===== src/rtl/jk_pkg.sv =====
// Shared mode encoding for the JK register bank.
package jk_pkg;

  typedef enum logic [1:0] {
    MODE_JK   = 2'b00,
    MODE_UP   = 2'b01,
    MODE_DOWN = 2'b10,
    MODE_LOAD = 2'b11
  } jk_mode_t;

endpackage


===== src/rtl/jk_cell.sv =====
// Single JK flip-flop with enable, parallel load and async active-low reset
// to a per-instance value.
module jk_cell #(
  parameter logic RESET_BIT = 1'b0
) (
  input  logic clk,
  input  logic rst_n,
  input  logic en,
  input  logic j,
  input  logic k,
  input  logic load,
  input  logic d,
  output logic q
);

  always_ff @(posedge clk or negedge rst_n) begin
    if (!rst_n) begin
      q <= RESET_BIT;
    end else if (en) begin
      if (load) begin
        q <= d;
      end else begin
        case ({j, k})
          2'b01:   q <= 1'b0;
          2'b10:   q <= 1'b1;
          2'b11:   q <= ~q;
          default: q <= q;
        endcase
      end
    end
  end

endmodule


===== src/rtl/jk_reg_bank.sv =====
// WIDTH-bit JK bank acting as JK bits, up/down counter or load register.
// Optional per-bit change pulses on chg when JKBANK_CHG_EN is defined.
module jk_reg_bank
  import jk_pkg::*;
#(
  parameter int unsigned       WIDTH     = 4,
  parameter logic [WIDTH-1:0]  RESET_VAL = '0
) (
  input  logic             clk,
  input  logic             reset,
  input  logic             En,
  input  logic [1:0]       mode,
  input  logic [WIDTH-1:0] J,
  input  logic [WIDTH-1:0] K,
  input  logic [WIDTH-1:0] D,
  output logic [WIDTH-1:0] Q,
  output logic             tc
`ifdef JKBANK_CHG_EN
  ,
  output logic [WIDTH-1:0] chg
`endif
);

  jk_mode_t         mode_e;
  logic [WIDTH-1:0] ones_below;
  logic [WIDTH-1:0] zeros_below;
  logic [WIDTH-1:0] j_eff;
  logic [WIDTH-1:0] k_eff;
  logic             load;

  assign mode_e = jk_mode_t'(mode);
  assign load   = (mode_e == MODE_LOAD);

  // Counting is a toggle chain: bit i toggles (j=k=1) when all lower bits
  // are 1 (up) or all 0 (down).
  always_comb begin
    ones_below     = '0;
    zeros_below    = '0;
    ones_below[0]  = 1'b1;
    zeros_below[0] = 1'b1;
    for (int unsigned i = 1; i < WIDTH; i++) begin
      ones_below[i]  = ones_below[i-1]  &  Q[i-1];
      zeros_below[i] = zeros_below[i-1] & ~Q[i-1];
    end
  end

  always_comb begin
    j_eff = '0;
    k_eff = '0;
    case (mode_e)
      MODE_JK:   begin j_eff = J;           k_eff = K;           end
      MODE_UP:   begin j_eff = ones_below;  k_eff = ones_below;  end
      MODE_DOWN: begin j_eff = zeros_below; k_eff = zeros_below; end
      default:   begin j_eff = '0;          k_eff = '0;          end
    endcase
  end

  for (genvar g = 0; g < WIDTH; g++) begin : g_cell
    jk_cell #(.RESET_BIT(RESET_VAL[g])) u_cell (
      .clk   (clk),
      .rst_n (reset),
      .en    (En),
      .j     (j_eff[g]),
      .k     (k_eff[g]),
      .load  (load),
      .d     (D[g]),
      .q     (Q[g])
    );
  end

  assign tc = reset & En & (((mode_e == MODE_UP)   & (&Q)) |
                            ((mode_e == MODE_DOWN) & ~(|Q)));

`ifdef JKBANK_CHG_EN
  logic [WIDTH-1:0] chg_next;

  // Predict which bits the coming edge flips, so chg lines up with the new Q.
  always_comb begin
    chg_next = '0;
    if (En) begin
      if (load) chg_next = D ^ Q;
      else      chg_next = (j_eff & k_eff) | (j_eff & ~Q) | (k_eff & Q);
    end
  end

  always_ff @(posedge clk or negedge reset) begin
    if (!reset) chg <= '0;
    else        chg <= chg_next;
  end
`endif

endmodule


===== config.mk =====
export PLATFORM = sky130hd
export DESIGN_NAME = jk_reg_bank
export DESIGN_NICKNAME = d
export VERILOG_FILES = /design/src/rtl/jk_pkg.sv /design/src/rtl/jk_cell.sv /design/src/rtl/jk_reg_bank.sv
export SDC_FILE = /design/constraint.sdc
export NUM_CORES = 1
export LEC_CHECK = 0
export BUFFER_PORTS_ARGS = -buffer_cell sky130_fd_sc_hd__buf_4
export CELL_PAD_IN_SITES_DETAIL_PLACEMENT = 0
export CELL_PAD_IN_SITES_GLOBAL_PLACEMENT = 1
export CORE_MARGIN = 5
export CORE_UTILIZATION = 37
export CTS_CLUSTER_DIAMETER = 30
export DETAILED_ROUTE_END_ITERATION = 12
export PLACE_DENSITY_LB_ADDON = 0.1
export SLEW_MARGIN = 10
export SYNTH_ARGS = -nofsm -noshare
export SYNTH_HDL_FRONTEND = slang
export SYNTH_HIERARCHICAL = 1
export SYNTH_SLANG_ARGS = --single-unit
export TNS_END_PERCENT = 20

===== constraint.sdc =====
create_clock -name clk -period 4.95 [get_ports clk]
set_input_delay 0.99 -clock clk [delete_from_list [all_inputs] [get_ports clk]]
set_output_delay 0.99 -clock clk [all_outputs]
set_load 0.1 [all_outputs]

After elaboration in Yosys (flattened, before gate mapping). Index checks and enable logic that the tools add are counted.

Input bits: 17. Logic and storage cells: 54. Bits in writable memories: 0. Memories: 0. Bits in latches: 0. Bits in read-only memories: 0. Bits in registers: 4.

Magnitude comparators: 0. Reductions and logical operators: 11. Multiply operators: 0. Eq/ne operators: 15. Bitwise gates (word level): 14. $add $sub $neg: 0. Div/mod/pow operators: 0. Mux-type cells: 10. Shifts and indexed selects: 0.

Operators by type and width (number): 4-bit case mux with 3 select lines (2); 2-bit == test (second input constant) (10); 4-bit nonzero test (4); 1-bit case mux with 3 select lines (4); 2-bit by 1-bit == test with 1-bit output (second input constant) (5); 1-bit bitwise AND (8); 2-bit AND reduction (4); 1-bit NOT (5); 1-bit two-way mux (4); 4-bit AND reduction (1); 4-bit OR reduction (1); 2-bit zero test (1); 1-bit OR (1).

Logic depth before layout (Yosys ltp). Gate-level depths: netlist (run 1).

Word-level depth: 7. Depth in mapped cells: 10. Depth with buffers taken out: 10.

Hierarchy. Netlist (run 1), hierarchy kept.

Modules (own cells, without submodules): jk_cell (times used 4, sequential area each 25.0 um2, cells an instance 11, area an instance 103.8 um2); jk_reg_bank (times used 1, sequential area each 0.0 um2, cells an instance 36, area an instance 222.7 um2).

Worst setup path after synthesis (run 1). No wires, ideal clock.

Path kind: input to output. From: in mode[0]. To: out tc. Setup slack: 979 ps. Data required time: 3960 ps. Arrival: 2981 ps. Stages on the path: 5. Path buffers: 0. Path through: inv_1 ha_1 nor3b_2 nand2_1 a21oi_1.

Longest elaborated chain between the ends: 4. Elaborated cells between the ends (all ways): 6.

RTL lines: start, declared (RTL line jk_reg_bank.sv:12) `input logic [1:0] mode,`; 2-bit by 1-bit == test with 1-bit output or 2-bit == test (tied branches) (RTL line jk_reg_bank.sv:71, jk_reg_bank.sv:72); 1-bit bitwise AND (on tied branches) (RTL line jk_reg_bank.sv:71, jk_reg_bank.sv:72); 1-bit OR (*) (RTL line jk_reg_bank.sv:71) `assign tc = reset & En & (((mode_e == MODE_UP) & (&Q)) |`; 1-bit bitwise AND (*) (RTL line jk_reg_bank.sv:71); end, declared (RTL line jk_reg_bank.sv:17) `output logic tc`.

Every way passes the cells marked *; elsewhere a longest branch is shown, timed or not.

Worst setup path in the final report (run 1). Ends and elaborated chain as after synthesis.

==> results.md, run 1 <==
* Status: complete, no violations
* Crit. End Element: output port
* Initial antenna violation count at 0
* Die area at 2660 sq um
* Vias per cell at 4.84
* Most common cell in the netlist: ha_1
* Max H-tree Level at 1
* Vias at approximately 580
* CTS tree: yes
* # hold bufs at CTS at 0
* Worst Hold Class: in -> async
* Max reg flops at 4
* Max-Cap Viols at 0
* Layout cells sized above 1 at 0.343
* Most area-consuming cells after synthesis: ha_1, dfrtp_1, a21oi_1, o31ai_2, mux2_2
* Tot GR Track Use at 0.119
* Drt drc at 0
* Post-cts repair resize count at 0
* Avg WL per Cell at 11.4 um
* Largest net degree at the start of global routing at 13
* Minimum clock period at slightly above 3 ns
* Ys async rst share at 1.00
* Leading area contributor after synthesis: ha_1
* Final Hold Fails at 0
* TNS Setup at 0 ns
* Clk slew on worst S/H paths at 0.04 ns
* Starting DRT DRC Count at 6
* Antenna cells at 0
* Commonest cells post-synth: ha_1, a21oi_1, inv_1, nand2_1, nor2_1
* Kind of critical path: in -> out
* Actual slew at the worst max-slew pin at 0.500 ns
* Max-slew violations at 0
* Total routed wirelength at 1.35 mm
* Synth cell types at 18
* IO Port Bufs at 21
* Unrepaired setup endpoints after global routing: false
* Mapped Cells at 80
* CTS buffer count at 3
* Antenna-violating nets left at 0
* First-pass GRT wire length at 2.37 mm
* Post-synth EDFFs at 0
* Required time worst endpoint at 3.96 ns
* Skew final at 0.00202 ns
* Power Total at approximately 330 uW
* Worst slew margin at 0.667
* Tcrit/Tclk final at 0.629
* Post-synthesis cell area at 638 sq um
* Width of the die at roughly 52 um
* Static leakage at between 0.0004 and 0.0005 uW
* Starting Density at 0.378
* DP HPWL at 1.12 mm
* Fmax at 321 MHz
* Setup bufs post-CTS at 0
* Vias in the first global route at around 580
* Synth warn at 6
* CTS Sinks at 4
* CP max FO at 4
* Nets at 134
* Fillers at 199
* Clk Latency, worst-skew pair at roughly 0.23 ns
* Power Dens Cells at 400 nW/um^2
* I/O pin cnt at 22
* CTS Buffer Depth at 2
* Worst path arrival time at 2.12 ns
* Setup violators final at 0
* Most flop-heavy register: g_cell.u_cell/q
* Die Y at roughly 52 um
* Flops & latches, synth at 4
* GRT Residual Overflow at 0
* CTS Root Buffer Type: clkbuf_4
* Primary FF master, synth: dfrtp_1
* Initial DRT Pass Iterations at 2
* Area growth from synthesis to layout at 30.2%
* Syn_nets at 110
* Critical path launch point type: input pin
* Routability Congestion at 0.707
* Yosys top cell area share at 0.255
* Post-synthesis sequential area ratio at 0.157
* Post-Syn Area per Cell at 7.98 sq um
* Largest regs: g_cell.u_cell/q x4
* Core Area at between 1500 and 2000 sq um
* Worst-case vdd ir drop at 173 uV
* Rows at 15
## layout make-up
class                           count  area [sq um]  area share
Inverter                           10          37.5      0.0452
Multi-Input combinational cell     64           492       0.592
Sequential cell                     4           100       0.120
Clock buffer                        3          22.5      0.0271
Tap cell                           17          21.3      0.0256
Timing Repair Buffer               21           158       0.190
## layer usage
layer / vias to the layer above / share of wire / track usage
met5: - / 0 / 0
met4: 0 / 0 / 0.0786
met3: 0 / 0.033 / 0.0115
met2: 9 / 0.52 / 0.199
met1: 255 / 0.45 / 0.143
li1: 312 / - / -
## stage by stage
stage | setup WS [ns] | util | hold WS, ns | instances | cell area, sq um
finish | 1.84 | 0.492 | 0.547 | 119 | 831
global route | 1.70 | 0.492 | 0.542 | 119 | 831
CTS | 1.81 | 0.492 | 0.544 | 119 | 831
detailed placement | 1.82 | 0.479 | 0.600 | 116 | 808
global placement | 1.85 | 0.479 | 0.590 | 116 | 808
floorplan | 0.979 | - | 0.694 | 80 | 638
## logic make-up after synthesis
| kind of cell | count (synthesis) | synth area share |
|---|---|---|
| AOI/OAI and AO/OA | 17 | 0.184 |
| adders and majority gates | 13 | 0.255 |
| buffers and inverters | 12 | 0.0725 |
| DFF | 4 | 0.157 |
| muxes | 5 | 0.0863 |
| and+or+nand+nor | 29 | 0.245 |
## report_power, final
part	switching, uW	internal (uW)
sequential	20.9	47.3
clock	12.8	27.1
combinational	157	67.7
## placed cells by master, fill, tap and decap left out
master / synthesis / routed
o31ai_2: 4 / 4
nor2b_1: 4 / 4
or2b_1: 4 / 4
and3_4: 1 / 1
nor3b_2: 1 / 1
buf_4: 0 / 21
a21oi_1: 11 / 11
inv_1: 10 / 10
mux2_2: 4 / 4
nand3_1: 1 / 1
mux2i_1: 1 / 1
clkbuf_4: 0 / 3
nor2_1: 8 / 8
ha_1: 13 / 13
dfrtp_1: 4 / 4
nand2_1: 9 / 9
a31oi_1: 2 / 2
nand2b_2: 1 / 1
## path summary, 6_finish.rpt
path | startpoint | end | slack, ns | cells after the start
setup / recovery | mode[0] | tc | 1.84 | 7
min in group clk | g_cell[3].u_cell/q | g_cell[3].u_cell/q | 0.59 | 1
hold / removal | reset | g_cell[2].u_cell/q | 0.55 | 1
max in group asynchronous | reset | g_cell[3].u_cell/q | 4.30 | 1
setup reg to reg | g_cell[0].u_cell/q | g_cell[3].u_cell/q | 2.89 | 8
hold reg to reg | g_cell[3].u_cell/q | g_cell[3].u_cell/q | 0.59 | 1
## worst max-delay path, cell delays in order
cell and delay [ns]:
buf_4 0.13, inv_1 0.07, ha_1 0.19, nor3b_2 0.23, nand2_1 0.07, a21oi_1 0.15, buf_4 0.30
(Power assumes the default switching activity.)
==> inputs of run 2 (changes only) <==
--- a/config.mk
+++ b/config.mk
@@ -9,7 +9,7 @@
 export CELL_PAD_IN_SITES_DETAIL_PLACEMENT = 0
 export CELL_PAD_IN_SITES_GLOBAL_PLACEMENT = 1
 export CORE_MARGIN = 5
-export CORE_UTILIZATION = 37
+export CORE_UTILIZATION = 34
 export CTS_CLUSTER_DIAMETER = 30
 export DETAILED_ROUTE_END_ITERATION = 12
 export PLACE_DENSITY_LB_ADDON = 0.1
==> constraint.sdc (replaced) <==
create_clock -name clk -period 2.9 [get_ports clk]
set_input_delay 0.58 -clock clk [delete_from_list [all_inputs] [get_ports clk]]
set_output_delay 0.58 -clock clk [all_outputs]
set_load 0.1 [all_outputs]
==> results.md, run 2 (same netlist as run 1, synthesis figures left out) <==
* Status: complete, no violations
* Nets at 134
* Core Area at 1760 sq um
* Post-route insts no fill at around 130
* Minimum clock period at 2.35 ns
* Required time worst endpoint at roughly 2.3 ns
* Drt drc at 0
* CTS Root Buffer Type: clkbuf_4
* Met2 usage at 0.188
* DP HPWL at 1.14 mm
* Grt met3 use at 0.0592
* I/O pin cnt at 22
* CTS Buffer Depth at 2
* Vias per cell at 4.56
* Worst r2r src: g_cell[1].u_cell/q
* Power Dens Cells at 668 nW/um^2
* Worst-case vdd ir drop at 374 uV
* GRT Residual Overflow at 0
* Unrepaired setup endpoints after global routing: false
* CTS buffer count at 3
* R2R setup slack at 0.88 ns
* Antenna cells at 0
* Int Pwr at 243 uW
* Dpl cell area at roughly 830 sq um
* Post-cts repair resize count at 0
* Initial antenna violation count at 0
* R2r worst-path depth at 8
* Setup violators final at 0
* Max H-tree Level at 1
* Clk pwr share at 0.119
* Vias in the first global route at 554
* IO Port Bufs at 21
* Rows at 15
* Final Hold Fails at 0
* Worst path arrival time at between 1.5 and 2 ns
* # hold bufs at CTS at 0
* Sw frac at 0.573
* Fin area at 852 sq um
* Global routing's busiest layer: met2
* Initial DRT Pass Iterations at 2
* Avg WL per Cell at 10.8 um
* Most flop-heavy register: g_cell.u_cell/q
* NetSw at about 330 uW
* TNS Setup at 0 ns
* Met1 Resource Use GR at 0.130
* Kind of critical path: in -> out
* Fmax at between 400 and 500 MHz
* Largest regs: g_cell.u_cell/q x4
* Commonest cells after routing, fill and taps aside: buf_4, ha_1, inv_1, a21oi_1, nand2_1
* Worst Hold Class: in -> async
* Critical path launch point type: input pin
* Die area at 2840 sq um
* Starting DRT DRC Count at 2
* Max-Cap Viols at 0
* Sequential power share at 0.207
* CTS Sinks at 4
* Tcrit/Tclk final at 0.809
* Largest net degree at the start of global routing at 13
* Starting Density at 0.362
* First-pass GRT wire length at around 2.3 mm
* Routability Congestion at 0.774
* Tot GR Track Use at 0.113
* Skew final at 0.00191 ns
* Max reg flops at 4
* Vias at ~580
* Area growth from synthesis to layout at 33.5%
* Clk slew on worst S/H paths at 0.03 ns
* Total routed wirelength at 1.37 mm
* Worst slew margin at 0.668
* Commonest non-fill, non-tap cell in the layout: buf_4
* Actual slew at the worst max-slew pin at 0.498 ns
* Width of the die at between 50 and 60 um
* R2R Path End: g_cell[3].u_cell/q
* CTS tree: yes
* CP max FO at 4
* Crit. End Element: output port
* Clk Latency, worst-skew pair at 0.24 ns
* Setup bufs post-CTS at 0
* Antenna-violating nets left at 0
* Max-slew violations at 0
* Static leakage at 0.000424 uW
* Die Y at about 53 um
* Layout cells sized above 1 at 0.353
* Placed Cells at between 100 and 150
* Combinational power share at 0.674
==> run 2: cell counts in the layout (fill, tap and decap cells not counted) <==
Identical to the previous run, type by type.
==> run 2: worst max-delay path by stage <==
stage                  startpoint  slack [ns]  cells after the start                 end
2_1_floorplan  g_cell[0].u_cell/q        0.25                      3                  tc
3_3_place_gp              mode[0]        0.39                     11  g_cell[3].u_cell/q
3_5_place_dp              mode[0]        0.34                     11  g_cell[3].u_cell/q
4_1_cts                   mode[0]        0.54                      7                  tc
5_1_grt                   mode[0]        0.42                     11  g_cell[3].u_cell/q
6_report                  mode[0]        0.55                      7                  tc
==> run 2: metal layers <==
metal	vias to the layer above	share of wire	wire length (um)
met2	15	0.47	644
met3	0	0.073	100
met4	0	0	0
li1	309	-	-
met1	255	0.45	622
met5	-	0	0
==> run 2: final cells by class <==
class / count / area [sq um]
clock buffers: 3 / 22.5
fillers: 200 / 912
inverters: 10 / 37.5
multi-input cells: 64 / 503
flip-flops and latches: 4 / 100
well taps: 25 / 31.3
repair buffers: 21 / 158
==> run 2: stage by stage <==
step	power (uW)	util	hold WS [ns]	worst slack, ns
final	570	0.483	0.137	0.554
after global routing	611	0.483	0.128	0.425
after CTS	577	0.483	0.132	0.545
after detailed placement	506	0.470	0.384	0.340
after global placement	503	0.470	0.385	0.394
after floorplan	415	-	0.284	0.253
==> run 2: worst max-delay path, cell delays in order <==
cell	delay, ns
buf_4	0.12
inv_1	0.07
ha_1	0.18
nor3b_2	0.23
nand2_1	0.13
a21oi_4	0.15
buf_4	0.30
==> run 2: power groups by stage <==
stage / registers (uW) / logic, uW / clock network, uW
2_1_floorplan: 290 / 124 / 0
6_report: 118 / 384 / 68.0
3_5_place_dp: 119 / 387 / 0
4_1_cts: 118 / 388 / 71.0
5_1_grt: 126 / 409 / 76.0
3_3_place_gp: 118 / 385 / 0
==> inputs of run 3 (changes only) <==
--- a/config.mk
+++ b/config.mk
@@ -5,11 +5,12 @@
 export SDC_FILE = /design/constraint.sdc
 export NUM_CORES = 1
 export LEC_CHECK = 0
+export ABC_AREA = 1
 export BUFFER_PORTS_ARGS = -buffer_cell sky130_fd_sc_hd__buf_4
 export CELL_PAD_IN_SITES_DETAIL_PLACEMENT = 0
 export CELL_PAD_IN_SITES_GLOBAL_PLACEMENT = 1
 export CORE_MARGIN = 5
-export CORE_UTILIZATION = 34
+export CORE_UTILIZATION = 29
 export CTS_CLUSTER_DIAMETER = 30
 export DETAILED_ROUTE_END_ITERATION = 12
 export PLACE_DENSITY_LB_ADDON = 0.1
==> constraint.sdc (replaced) <==
create_clock -name clk -period 2 [get_ports clk]
set_input_delay 0.4 -clock clk [delete_from_list [all_inputs] [get_ports clk]]
set_output_delay 0.4 -clock clk [all_outputs]
set_load 0.1 [all_outputs]
==> results.md, run 3 <==
* Largest net degree at the start of global routing at 13
* Required time worst endpoint at 1.60 ns
* Primary FF master, synth: dfrtp_1
* Area growth from synthesis to layout at 35.0%
* Status: complete, no violations
* Leading area contributor after synthesis: ha_1
* Max-Cap Viols at 0
* DP HPWL at 1.41 mm
* Worst slew margin at 0.702
* Layout cells sized above 1 at 0.212
* Synth warn at 6
* Drt drc at 0
* Nets at around 180
* CP Depth at 5
* R2R setup slack at approximately 0.38 ns
* Die Y at approximately 59 um
* Most flop-heavy register: g_cell.u_cell/q
* Vias in the first global route at roughly 700
* Critical path launch point type: input pin
* GRT Residual Overflow at 0
* Synth cell types at 13
* Register area at 110 sq um
* CTS Buffer Depth at 2
* Largest regs: g_cell.u_cell/q x4
* Minimum clock period at 1.92 ns
* Static leakage at 0.000567 uW
* Setup violators final at 0
* Worst Path Buf+Inv at 3
* Post-route insts no fill at 174
* CTS buffer count at 3
* Tcrit/Tclk final at 0.958
* Crit. End Element: output port
* Starting Density at 0.311
* Starting DRT DRC Count at 7
* CTS Root Buffer Type: clkbuf_4
* Post-synthesis cell area at 701 sq um
* Power Dens Cells at around 820 nW/um^2
* Unrepaired setup endpoints after global routing: false
* Post-synthesis sequential area ratio at 0.143
* Kind of critical path: in -> out
* Avg WL per Cell at 9.64 um
* Fmax at between 500 and 600 MHz
* Clk Latency, worst-skew pair at 0.24 ns
* Placed Cells at 170
* Routability Congestion at 0.803
* Die area at ~3500 sq um
* Max-slew violations at 0
* Hold path start: En
* Syn_nets at 152
* IO Port Bufs at 21
* CP max FO at 5
* Fin area at around 950 sq um
* Final Hold Fails at 0
* Worst path arrival time at between 1.5 and 2 ns
* Post-synth EDFFs at 0
* Commonest cells post-synth: nand2_1, inv_1, ha_1, nor2_1, a21oi_1
* Rows at 17
* Mapped Cells at between 100 and 150
* R2R Path End: g_cell[3].u_cell/q
* Vias at about 760
* Post-Syn Area per Cell at 5.74 sq um
* Antenna cells at 0
* CP startpoint: reset
* Skew final at 0.00368 ns
* CTS tree: yes
* Worst setup path endpoint: tc
* TNS Setup at 0 ns
* Slowest CP cell: dlygate4sd3_1
* Most area-consuming cells after synthesis: ha_1, nand2_1, dfrtp_1, inv_1, nor2_1
* CTS Sinks at 4
* Max incr delay on CP at 0.52 ns
* Clk slew on worst S/H paths at 0.04 ns
* Area of the multi-input gates at just over 500 sq um
* Most common cell in the netlist: nand2_1
* Max reg flops at 4
* Actual slew at the worst max-slew pin at 0.448 ns
* Initial antenna violation count at 0
* Fillers at 282
* I/O pin cnt at 22
* Yosys top cell area share at 0.232
* Ys async rst share at 1.00
* Commonest non-fill, non-tap cell in the layout: nand2_1
* Total routed wirelength at roughly 1.7 mm
* Worst-case vdd ir drop at 479 uV
* Tot GR Track Use at 0.109
* Worst Hold Class: in -> reg
* Core Area at 2250 sq um
* Vias per cell at roughly 4.4
* Flops & latches, synth at 4
* First-pass GRT wire length at 2.97 mm
* Worst r2r src: g_cell[1].u_cell/q
* Width of the die at 59.2 um
* Commonest cells after routing, fill and taps aside: nand2_1, inv_1, buf_4
* R2r worst-path depth at 11
* Dpl cell area at between 900 and 1000 sq um
* Initial DRT Pass Iterations at 2
* Crit path cell chain: dlygate4sd3_1 -> buf_4 -> nand2_1 -> a21oi_4 -> buf_6
* Final Core Density at 0.420
* Critical path's top delay family: buffers and inverters
* Max H-tree Level at 1
* Antenna-violating nets left at 0
[run 3: worst min-delay path, stage by stage]
cell and delay (ns):
buf_4 0.14, nand2_1 0.06, nand2_1 0.05, nand2_1 0.04
[run 3: how the worst min path moves through the flow]
stage	endpoint	cells after the start
after floorplan	g_cell[2].u_cell/q	0
after global placement	g_cell[0].u_cell/q	1
after detailed placement	g_cell[0].u_cell/q	1
after CTS	g_cell[3].u_cell/q	4
after global routing	g_cell[1].u_cell/q	2
final	g_cell[2].u_cell/q	4
[run 3: where the power goes]
group          total, uW  internal [uW]  switching (uW)
sequential           173            121            51.9
combinational        502            144             357
clock                103           67.3            35.4
total                777            333             445
[run 3: logic make-up after synthesis]
logic type | after synthesis | synth area share
buffers and inverters | 28 | 0.152
AOI/OAI and AO/OA | 14 | 0.114
and+or+nand+nor | 63 | 0.359
DFF | 4 | 0.143
adders and majority gates | 13 | 0.232
[run 3: area by class of cell]
| cell class | count | share of cell area |
|---|---|---|
| sequential | 4 | 0.116 |
| timing repair buffer | 22 | 0.181 |
| clock buffer | 3 | 0.0238 |
| multi-input combinational | 90 | 0.534 |
| inverter | 27 | 0.107 |
| tap | 28 | 0.0370 |
[run 3: routing by layer]
metal  track usage  up-vias  part of all wire
li1              -      419                 -
met1         0.136      336              0.45
met2         0.192        9              0.52
met3        0.0218        0             0.032
met4        0.0194        0                 0
met5             0        -                 0
[run 3: stage by stage]
step                power (uW)  hold slack [ns]  setup slack [ns]
global route               851            0.513            0.0374
global placement           677            0.208             0.152
finish                     777            0.487            0.0845
detailed placement         679            0.208             0.110
floorplan                  554            0.104            0.0390
CTS                        791            0.484            0.0275
[run 3: repair_timing]
| action | in CTS | in global routing |
|---|---|---|
| endpoints found under the hold margin | 4 | 0 |
| hold buffers | 1 | 0 |
| setup buffers | 0 | 0 |
| gates resized for setup | 0 | 1 |
| setup endpoints to repair | 0 | 1 |
